--- config.mk ---
export PLATFORM = sky130hd
export DESIGN_NAME = score_ctrl
export DESIGN_NICKNAME = d
export VERILOG_FILES = /design/src/rtl/score_pkg.sv /design/src/rtl/score_ctrl_bcd_digit_add.sv /design/src/rtl/score_ctrl.sv
export SDC_FILE = /design/constraint.sdc
export NUM_CORES = 1
export LEC_CHECK = 0
export ABC_AREA = 1
export ABC_CLOCK_PERIOD_IN_PS = 7400
export CAP_MARGIN = 40
export CORE_MARGIN = 2
export CORE_UTILIZATION = 65
export DETAILED_ROUTE_END_ITERATION = 10
export DONT_BUFFER_PORTS = 1
export PLACE_DENSITY_LB_ADDON = 0.3
export RECOVER_POWER = 50
export SLEW_MARGIN = 10
export SYNTH_ARGS = -nofsm -noshare
export SYNTH_HDL_FRONTEND = slang
export SYNTH_HIERARCHICAL = 1
export SYNTH_SLANG_ARGS = --single-unit
--- constraint.sdc ---
create_clock -name clk -period 7.4 [get_ports clk]
set_clock_uncertainty 0.05 [all_clocks]
set_input_delay 0.37 -clock clk [delete_from_list [all_inputs] [get_ports clk]]
set_output_delay 0.37 -clock clk [all_outputs]
set_load 0.005 [all_outputs]
--- src/rtl/score_pkg.sv ---
// rtl/score_pkg.sv - shared types and constants for the score display controller
// Purpose: FSM state encoding, blank glyph code and default geometry parameters.
// Ports: none (package).
package score_pkg;

  typedef enum logic [2:0] {
    IDLE    = 3'd0,
    ADD0    = 3'd1,
    ADD1    = 3'd2,
    ADD2    = 3'd3,
    PUBLISH = 3'd4
  } state_t;

  localparam int BLANK_CODE  = 10;
  localparam int GLYPH_PITCH = 4;
  localparam int ROW_W       = 16;
  localparam int MAX_BASE    = 694;

endpackage

--- src/rtl/score_ctrl_bcd_digit_add.sv ---
// rtl/score_ctrl_bcd_digit_add.sv - single BCD digit adder with carry in/out
// Purpose: digit + addend + carry_in, wrapped into 0..9 with a decimal carry.
// Ports: digit, addend (BCD 0..9), carry_in -> sum (BCD 0..9), carry_out.
module bcd_digit_add (
  input  logic [3:0] digit,
  input  logic [3:0] addend,
  input  logic       carry_in,
  output logic [3:0] sum,
  output logic       carry_out
);

  logic [4:0] raw;

  // Max raw value is 9+9+1 = 19, so a single subtract of 10 suffices.
  always_comb begin
    raw = {1'b0, digit} + {1'b0, addend} + {4'd0, carry_in};
    if (raw >= 5'd10) begin
      sum       = 4'(raw - 5'd10);
      carry_out = 1'b1;
    end else begin
      sum       = raw[3:0];
      carry_out = 1'b0;
    end
  end

endmodule

--- src/rtl/score_ctrl.sv ---
// rtl/score_ctrl.sv - three-digit BCD score keeper with glyph placement for a renderer
// Purpose: accumulate saturating 0..999 score, track high score, publish blanked
//          glyph codes and bitmap origins to a renderer through a valid/ack handshake.
// Ports: clk, reset (sync, active-high); add_req/add_val/add_rdy add interface;
//        clear; pos_load/pos_base/pos_err base loading; digit1..3 glyph codes;
//        step1..3 bitmap origins; upd_valid/upd_ack publish handshake; busy; hi_flag.
module score_ctrl #(
  parameter int GLYPH_PITCH = score_pkg::GLYPH_PITCH,
  parameter int ROW_W       = score_pkg::ROW_W,
  parameter int MAX_BASE    = score_pkg::MAX_BASE
) (
  input  logic       clk,
  input  logic       reset,
  input  logic       add_req,
  input  logic [3:0] add_val,
  output logic       add_rdy,
  input  logic       clear,
  input  logic       pos_load,
  input  logic [9:0] pos_base,
  output logic       pos_err,
  output logic [9:0] digit1,
  output logic [9:0] digit2,
  output logic [9:0] digit3,
  output logic [9:0] step1,
  output logic [9:0] step2,
  output logic [9:0] step3,
  output logic       upd_valid,
  input  logic       upd_ack,
  output logic       busy,
  output logic       hi_flag
);

  import score_pkg::*;

  state_t     state;
  logic [3:0] hund, tens, ones;
  logic [3:0] addv;
  logic       carry;
  logic [9:0] base;
  logic [11:0] hi_score;

  // Shared digit adder operands, steered by the current ADD state.
  logic [3:0] add_digit, add_addend, add_sum;
  logic       add_cin, add_cout;

  always_comb begin
    add_digit  = ones;
    add_addend = 4'd0;
    add_cin    = 1'b0;
    case (state)
      ADD0: begin
        add_digit  = ones;
        add_addend = addv;
      end
      ADD1: begin
        add_digit = tens;
        add_cin   = carry;
      end
      ADD2: begin
        add_digit = hund;
        add_cin   = carry;
      end
      default: ;
    endcase
  end

  bcd_digit_add u_digit_add (
    .digit     (add_digit),
    .addend    (add_addend),
    .carry_in  (add_cin),
    .sum       (add_sum),
    .carry_out (add_cout)
  );

  logic pos_ok, pos_accept;
  assign pos_ok = (pos_base <= 10'(MAX_BASE)) &&
                  (((int'(pos_base) % ROW_W) + 2 * GLYPH_PITCH + 2) < ROW_W);
  // Clear and add both pre-empt a base load; anything not accepted is an error.
  assign pos_accept = pos_load && !clear && (state == IDLE) && !add_req && pos_ok;

  // Score as it will stand once PUBLISH is (re)entered on this edge.
  logic [3:0]  ent_h, ent_t, ent_o;
  logic [11:0] ent_score, ent_hi;
  logic        ent_flag;

  always_comb begin
    ent_h = hund;
    ent_t = tens;
    ent_o = ones;
    if (clear) begin
      ent_h = 4'd0;
      ent_t = 4'd0;
      ent_o = 4'd0;
    end else if (state == ADD2) begin
      if (add_cout) begin
        ent_h = 4'd9;
        ent_t = 4'd9;
        ent_o = 4'd9;
      end else begin
        ent_h = add_sum;
      end
    end
    ent_score = {ent_h, ent_t, ent_o};
    // BCD ordering matches numeric ordering, so a plain compare works.
    ent_hi    = (ent_score > hi_score) ? ent_score : hi_score;
    ent_flag  = (ent_score == ent_hi) && (ent_score != 12'd0);
  end

  logic [9:0] ent_d1, ent_d2, ent_d3;
  always_comb begin
    ent_d1 = (ent_h == 4'd0) ? 10'(BLANK_CODE) : {6'd0, ent_h};
    ent_d2 = (ent_h == 4'd0 && ent_t == 4'd0) ? 10'(BLANK_CODE) : {6'd0, ent_t};
    ent_d3 = {6'd0, ent_o};
  end

  logic enter_pub;
  assign enter_pub = clear || pos_accept || (state == ADD2);

  always_ff @(posedge clk) begin
    if (reset) begin
      state     <= IDLE;
      hund      <= 4'd0;
      tens      <= 4'd0;
      ones      <= 4'd0;
      addv      <= 4'd0;
      carry     <= 1'b0;
      base      <= 10'd0;
      hi_score  <= 12'd0;
      digit1    <= 10'(BLANK_CODE);
      digit2    <= 10'(BLANK_CODE);
      digit3    <= 10'd0;
      step1     <= 10'd0;
      step2     <= 10'(GLYPH_PITCH);
      step3     <= 10'(2 * GLYPH_PITCH);
      upd_valid <= 1'b0;
      busy      <= 1'b0;
      pos_err   <= 1'b0;
      hi_flag   <= 1'b0;
      add_rdy   <= 1'b1;
    end else begin
      pos_err <= pos_load && !pos_accept;

      if (enter_pub) begin
        state     <= PUBLISH;
        hund      <= ent_h;
        tens      <= ent_t;
        ones      <= ent_o;
        carry     <= 1'b0;
        hi_score  <= ent_hi;
        hi_flag   <= ent_flag;
        digit1    <= ent_d1;
        digit2    <= ent_d2;
        digit3    <= ent_d3;
        upd_valid <= 1'b1;
        busy      <= 1'b1;
        add_rdy   <= 1'b0;
        if (pos_accept) begin
          base  <= pos_base;
          step1 <= pos_base;
          step2 <= pos_base + 10'(GLYPH_PITCH);
          step3 <= pos_base + 10'(2 * GLYPH_PITCH);
        end
      end else begin
        case (state)
          IDLE: begin
            if (add_req) begin
              addv    <= (add_val > 4'd9) ? 4'd9 : add_val;
              state   <= ADD0;
              busy    <= 1'b1;
              add_rdy <= 1'b0;
            end
          end
          ADD0: begin
            ones  <= add_sum;
            carry <= add_cout;
            state <= ADD1;
          end
          ADD1: begin
            tens  <= add_sum;
            carry <= add_cout;
            state <= ADD2;
          end
          PUBLISH: begin
            if (upd_ack) begin
              state     <= IDLE;
              upd_valid <= 1'b0;
              busy      <= 1'b0;
              add_rdy   <= 1'b1;
            end
          end
          default: state <= IDLE;
        endcase
      end
    end
  end

endmodule

## Yosys cells after proc, flatten, opt, wreduce, memory -nomap -nowiden

Cells that the tools add are included.
Widths: inputs -> output; s select.

| storage, ports and cells | value |
|---|---|
| register bits | 91 |
| logic and storage cells | 108 |
| output and inout bits | 65 |
| bits of input ports | 20 |

| cells by class | value |
|---|---|
| mux-type cells | 36 |
| add/sub/neg operators | 7 |
| reduce and logical (&&, ||, !) cells | 31 |
| bitwise gates (word level) | 1 |
| magnitude comparators | 5 |
| equal/unequal tests | 9 |

Operators with widths:

| kind | count |
|---|---|
| $mux 4 | 18 |
| $eq 12x12->1 | 1 |
| $gt 12x12->1 | 1 |
| $mux 12 | 1 |
| $pmux 3 s4 | 1 |
| $reduce_bool 12->1 | 1 |
| $add 10x3->10 const B | 1 |
| $add 10x4->10 const B | 1 |
| $le 10x10->1 const B | 1 |
| $mux 1 | 10 |
| $mux 3 | 3 |
| $logic_and 1x1->1 | 8 |
| $logic_not 4->1 | 2 |
| $pmux 4 s2 | 1 |
| $reduce_and 2->1 | 4 |
| $reduce_bool 2->1 | 4 |
| $add 5x2->6 const B | 1 |
| $eq 3x2->1 const B | 2 |
| $lt 6x5->1 const B | 1 |
| $ne 3x3->1 const B | 2 |
| $reduce_and 3->1 | 2 |
| $reduce_or 2->1 | 3 |
| $add 4x4->5 | 1 |
| $add 4x4->5 const B | 1 |
| other kinds (13) | 18 |

## Longest topological paths before layout

| depth | value |
|---|---|
| depth after elaboration | 13 |
| mapped depth | 41 |
| depth with buffers taken out | 40 |

## By module

The synthesis kept the hierarchy.

By module, submodules not included:

| module | area an instance (µm²) | times used | sequential area each (µm²) | cells an instance |
|---|---|---|---|---|
| score_ctrl | 3,968.8 | 1 | 1,461.4 | 564 |
| bcd_digit_add | 270.3 | 1 | 0.0 | 45 |

## Worst setup path after synthesis

Ideal clock, no wire load.

| timing | value |
|---|---|
| path type | reg2reg |
| start point | reg state[0] |
| end point | reg hi_flag |
| data required time | 7,237 ps |
| path buffers | 1 |
| arrival | 4,313 ps |
| library setup time | 113 ps |
| stages on the path, launching flop included | 37 |
| period minus slack after synthesis | 4,476 ps |
| setup slack | 2,924 ps |
| path through | dfxtp_1 -> nor2_2 -> inv_1 -> nor2_1 -> inv_1 -> nand2_1 -> inv_1 -> nor2_1 -> inv_1 -> fa_1 -> fa_1 -> inv_1 -> nand2_1 -> nand2_1 -> inv_1 -> ha_1 -> nand2_1 -> nand3_2 -> nand2_2 -> inv_1 -> nand2_1 -> nand2_1 -> nand3_1 -> inv_1 -> ha_1 -> nand2_1 -> inv_1 -> nand2_1 -> nor2_1 -> nand2_1 -> nand3_1 -> nand2_2 -> buf_2 -> o21ai_0 -> a21oi_1 -> nand3_1 -> nand2_1 |

| on the way | value |
|---|---|
| word-level cells in the longest chain between the ends | 13 |
| elaborated cells on any way between the ends | 33 |
| classes of those cells | add/sub (3); order compare (2); eq/ne (4); mux (15); reduce/logical (9) |

Ends and longest elaborated chain:

| item | RTL line | RTL |
|---|---|---|
| from (decl) | score_ctrl.sv:35 | `state_t state;` |
| from (signal assigned) | score_ctrl.sv:121 | `state <= IDLE;` |
| from (signal assigned) | score_ctrl.sv:144 | `state <= PUBLISH;` |
| from (signal assigned) | score_ctrl.sv:168 | `state <= ADD0;` |
| $eq 3x2->1 | score_ctrl.sv:50 | `case (state)` |
| $reduce_or 2->1 (no source line) * | n/a |  |
| $mux 1 * | score_ctrl.sv:50 |  |
| net add_cin | score_ctrl.sv:44 | `logic add_cin, add_cout;` |
| $add 5x1->5 * | score_ctrl_bcd_digit_add.sv:16 | `raw = {1'b0, digit} + {1'b0, addend} + {4'd0, carry_in};` |
| $ge 5x4->1 * | score_ctrl_bcd_digit_add.sv:17 | `if (raw >= 5'd10) begin` |
| $mux 1 * | score_ctrl_bcd_digit_add.sv:17 |  |
| net add_cout | score_ctrl.sv:44 |  |
| $mux 4 * | score_ctrl.sv:95 | `if (add_cout) begin` |
| $mux 4 * | score_ctrl.sv:94 | `end else if (state == ADD2) begin` |
| $mux 4 * | score_ctrl.sv:90 | `if (clear) begin` |
| net ent_h[1] | score_ctrl.sv:82 | `logic [3:0] ent_h, ent_t, ent_o;` |
| $gt 12x12->1 | score_ctrl.sv:105 | `ent_hi = (ent_score > hi_score) ? ent_score : hi_score;` |
| $mux 12 | score_ctrl.sv:105 |  |
| $eq 12x12->1 | score_ctrl.sv:106 | `ent_flag = (ent_score == ent_hi) && (ent_score != 12'd0);` |
| $logic_and 1x1->1 * | score_ctrl.sv:106 |  |
| to (signal assigned) | score_ctrl.sv:150 | `hi_flag <= ent_flag;` |
| to (decl) | score_ctrl.sv:30 | `output logic hi_flag` |

Mark *: on every way through the listed nets, which the timed path passes. The rest lies on a longest branch.
A chain may end at the register's enable or synchronous reset.

## Final worst setup path

Same ends and word-level chain as after synthesis.

==> out/metrics.yaml <==
critical_path:
  crit_path_frequent_cell: "nand2_1"
  rr_startpoint: "state[0]$_SDFFE_PP0P_"
  cp_max_fo: 44
  crit_slowest_cell: "o21ai_0"
  cp.arrival_ns: 5.93
  max_stage_delay_ns: 0.48
  reg2reg_depth: 35
  crit_start: "state[0]$_SDFFE_PP0P_"
  r2r-end: "hi_flag$_SDFFE_PP0N_"
  crit_type: "reg2reg"
  worstPathRequired_ns: 7.60
  crit_path_end_kind: "flip-flop"
  endpoint: "hi_flag$_SDFFE_PP0N_"
  start_kind: "flip-flop"
  ff2ff_setup_slack_ns: 1.68
timing:
  setup_violations: 0
  hold_violations: 0
  fin_crit_ns: 5.72
  worst_slew_pin_slew_ns: 0.719
  rsz0062_at_grt: "false"
  finalCritPeriodShare_pct: 77.4
  fin_tns_setup_ns: 0
  slew_headroom_pct: 52.0
  setup_slack_ns: 1.68
  fmax_ghz: 0.175
  slew_violations: 0
cells_and_area:
  finalInstanceArea_mm2: 0.00429
  drive_above_1_share_pct: 5.99
  num-fill-cells: 554
  num_antenna_cells: 0
  nets: 637
  syn_to_final_growth_pct: 1.30
yosys:
  async_reset_ff_share_pct: 0
  synth_edf_count: 0
  ys_top_cells_by_count: "nand2_1 (127), inv_1 (89), dfxtp_1 (73)"
  synth.most_common_cell: "nand2_1"
  synthFlopType: "dfxtp_1"
  yosysWarnings: 6
  synth_top_area_share_pct: 34.5
  synth_top_area_cell: "dfxtp_1"
  synthCells: 609
  synth_seq_cells: 73
  ys_types: 42
  synth_area_per_cell_um2: 6.96
  synth-seq-area-share_pct: 34.5
  syn_area_mm2: 0.00424
  synthTopCellsByArea: "dfxtp_1 (34%), nand2_1 (11%), inv_1 (7.9%), nand3_1 (6.3%), o21ai_0 (6.0%)"
floorplan:
  io_pins: 85
  rows: 29
  dieArea_mm2: 0.00718
  die_x_um: 84.8
  dieHeight_um: 84.8
  initial_core_util_pct: 67.1
  core_mm2: 0.00631
pwr:
  ir_worst_vdd_mv: 0.198
  power.density_mw_per_mm2: 279
  p_leak_nw: 2.11
  power.total_mw: 1.20
drt:
  ant_nets: 0
  dr.pass1.iters: 5
  post_drt_wl_per_cell_um: 14.7
  viasPerCell: 5.62
  drc_errors: 0
  totalWireLength_mm: 9.95
  num_vias: 3810
  drt-initial-drc-count: 233
clocking:
  htreeDepth: 3
  ctsResizeCount: 0
  cts_tree: "built"
  path_clk_slew_ns: 0.08
  clockBufferDepth: 2
  cts_root_buf: "clkbuf_8"
  hold_buffers: 0
  cts_setup_buffers: 0
  cts_buffers: 9
  clk_latency_ns: 0.35
  cts_sinks: 73
placed_design:
  dp_slack_ns: 1.84
  dp_hpwl_mm: 7.36
  port_buffers: 0
  gp_congestion: 0.946
  placed_cell_area_mm2: 0.00414
min_path:
  hold_class: "in2reg"
global_route:
  grt_max_degree: 45
  grt_overflow: 0
  grt_usage_pct: 28.3
  antenna_found_initial: 0
  grt_pass1_wl_mm: 16.3
  grt_pass1_vias: 3578
run_status:
  status: "finished clean"
flow_run:
  maxCapViolCount: 0
-- cells by family (layout without fill, tap and decap cells) --
group                      Yosys count  in the layout  synth area share, %
and+or+nand+nor                    265            265                 27.1
adders and majority gates           21             21                 6.55
DFF                                 73             73                 34.5
buffers and inverters              134            109                 14.6
xor gates and xnor gates             8              8                 1.65
AOI/OAI and AO/OA                  107            107                 15.5
other                                1             18               0.0885
-- per-layer routing --
metal / share of wire [%] / wire [um] / global-route usage [%] / vias up
li1: - / - / - / 1898
met1: 44 / 4350 / 36.4 / 1717
met2: 44 / 4340 / 44.0 / 167
met3: 9.5 / 942 / 8.16 / 28
met4: 3.2 / 316 / 12.8 / 0
met5: 0 / 0 / 0 / -
-- worst max-delay path: cells and delay by family, from the launching register on --
kind                     cells  cell delay [ns]
AO/OA/AOI/OAI                2             0.60
adder cells (fa/ha/maj)      4             1.34
buffers and inverters        9             0.79
flip-flops                   1             0.34
AND/OR/NAND/NOR             20             2.51
-- layout by cell type, fill, tap and decap left out, types with 2 or more instances in the layout --
cell and instances:
inv_2 2, conb_1 18, nand3_1 54, ha_1 19
o211ai_1 8, nor3_1 2, a21oi_2 2, a21oi_1 21
nand4_1 5, a31oi_1 8, o22ai_1 2, clkbuf_8 9
nand2_1 128, nor2_1 68, o22ai_2 8, xor2_1 6
inv_1 89, o21ai_0 51, clkinv_2 4, xnor2_1 2
fa_1 2, nand2_2 4, dfxtp_1 73
-- stage by stage --
stage / hold slack, ns / util, % / cells
global route: 0.0173 / 68.0 / 678
floorplan: 0.384 / - / 626
global placement: 0.396 / 65.4 / 661
CTS: 0.0272 / 68.7 / 678
detailed placement: 0.398 / 65.6 / 662
finish: 0.0278 / 68.0 / 678
-- report_power, final --
group | total, mW | switching (mW) | internal (mW)
logic | 0.438 | 0.297 | 0.141
clock network | 0.310 | 0.154 | 0.155
registers | 0.450 | 0.0220 | 0.428
total | 1.20 | 0.473 | 0.725
-- flip-flops by register name, indices dropped and copies added (netlist names) --
register,flops
step2,8
hund,3
busy,1
state,3
step1,10
step3,7
upd_valid,1
hi_score,12
addv,4
digit1,4
ones,4
digit3,4
add_rdy,1
tens,4
pos_err,1
carry,1
digit2,4
hi_flag,1
-- cell type report --
cell class	instances	area, um^2	share of cell area (%)
Clock buffer	9	124	2.88
Tap cell	77	96.3	2.24
Clock inverter	7	70.1	1.63
Timing Repair Buffer	1	15.0	0.350
Sequential cell	73	1460	34.0
Multi-Input combinational cell	419	2180	50.8
Inverter	92	347	8.07
-- worst min-delay path by stage --
stage                                    start               endpoint  slack (ns)  depth (start not counted)
after floorplan           addv[3]$_SDFFE_PP0P_   addv[3]$_SDFFE_PP0P_        0.38                          2
after global placement                   reset      busy$_SDFFE_PP0P_        0.40                          1
final                                    reset  step1[2]$_SDFFE_PP0P_        0.03                          1
after global routing                     reset  step1[2]$_SDFFE_PP0P_        0.02                          1
after detailed placement                 reset  step1[2]$_SDFFE_PP0P_        0.40                          1
after CTS                                reset  step1[2]$_SDFFE_PP0P_        0.03                          1
No activity file was read; power rests on OpenSTA's default activity.
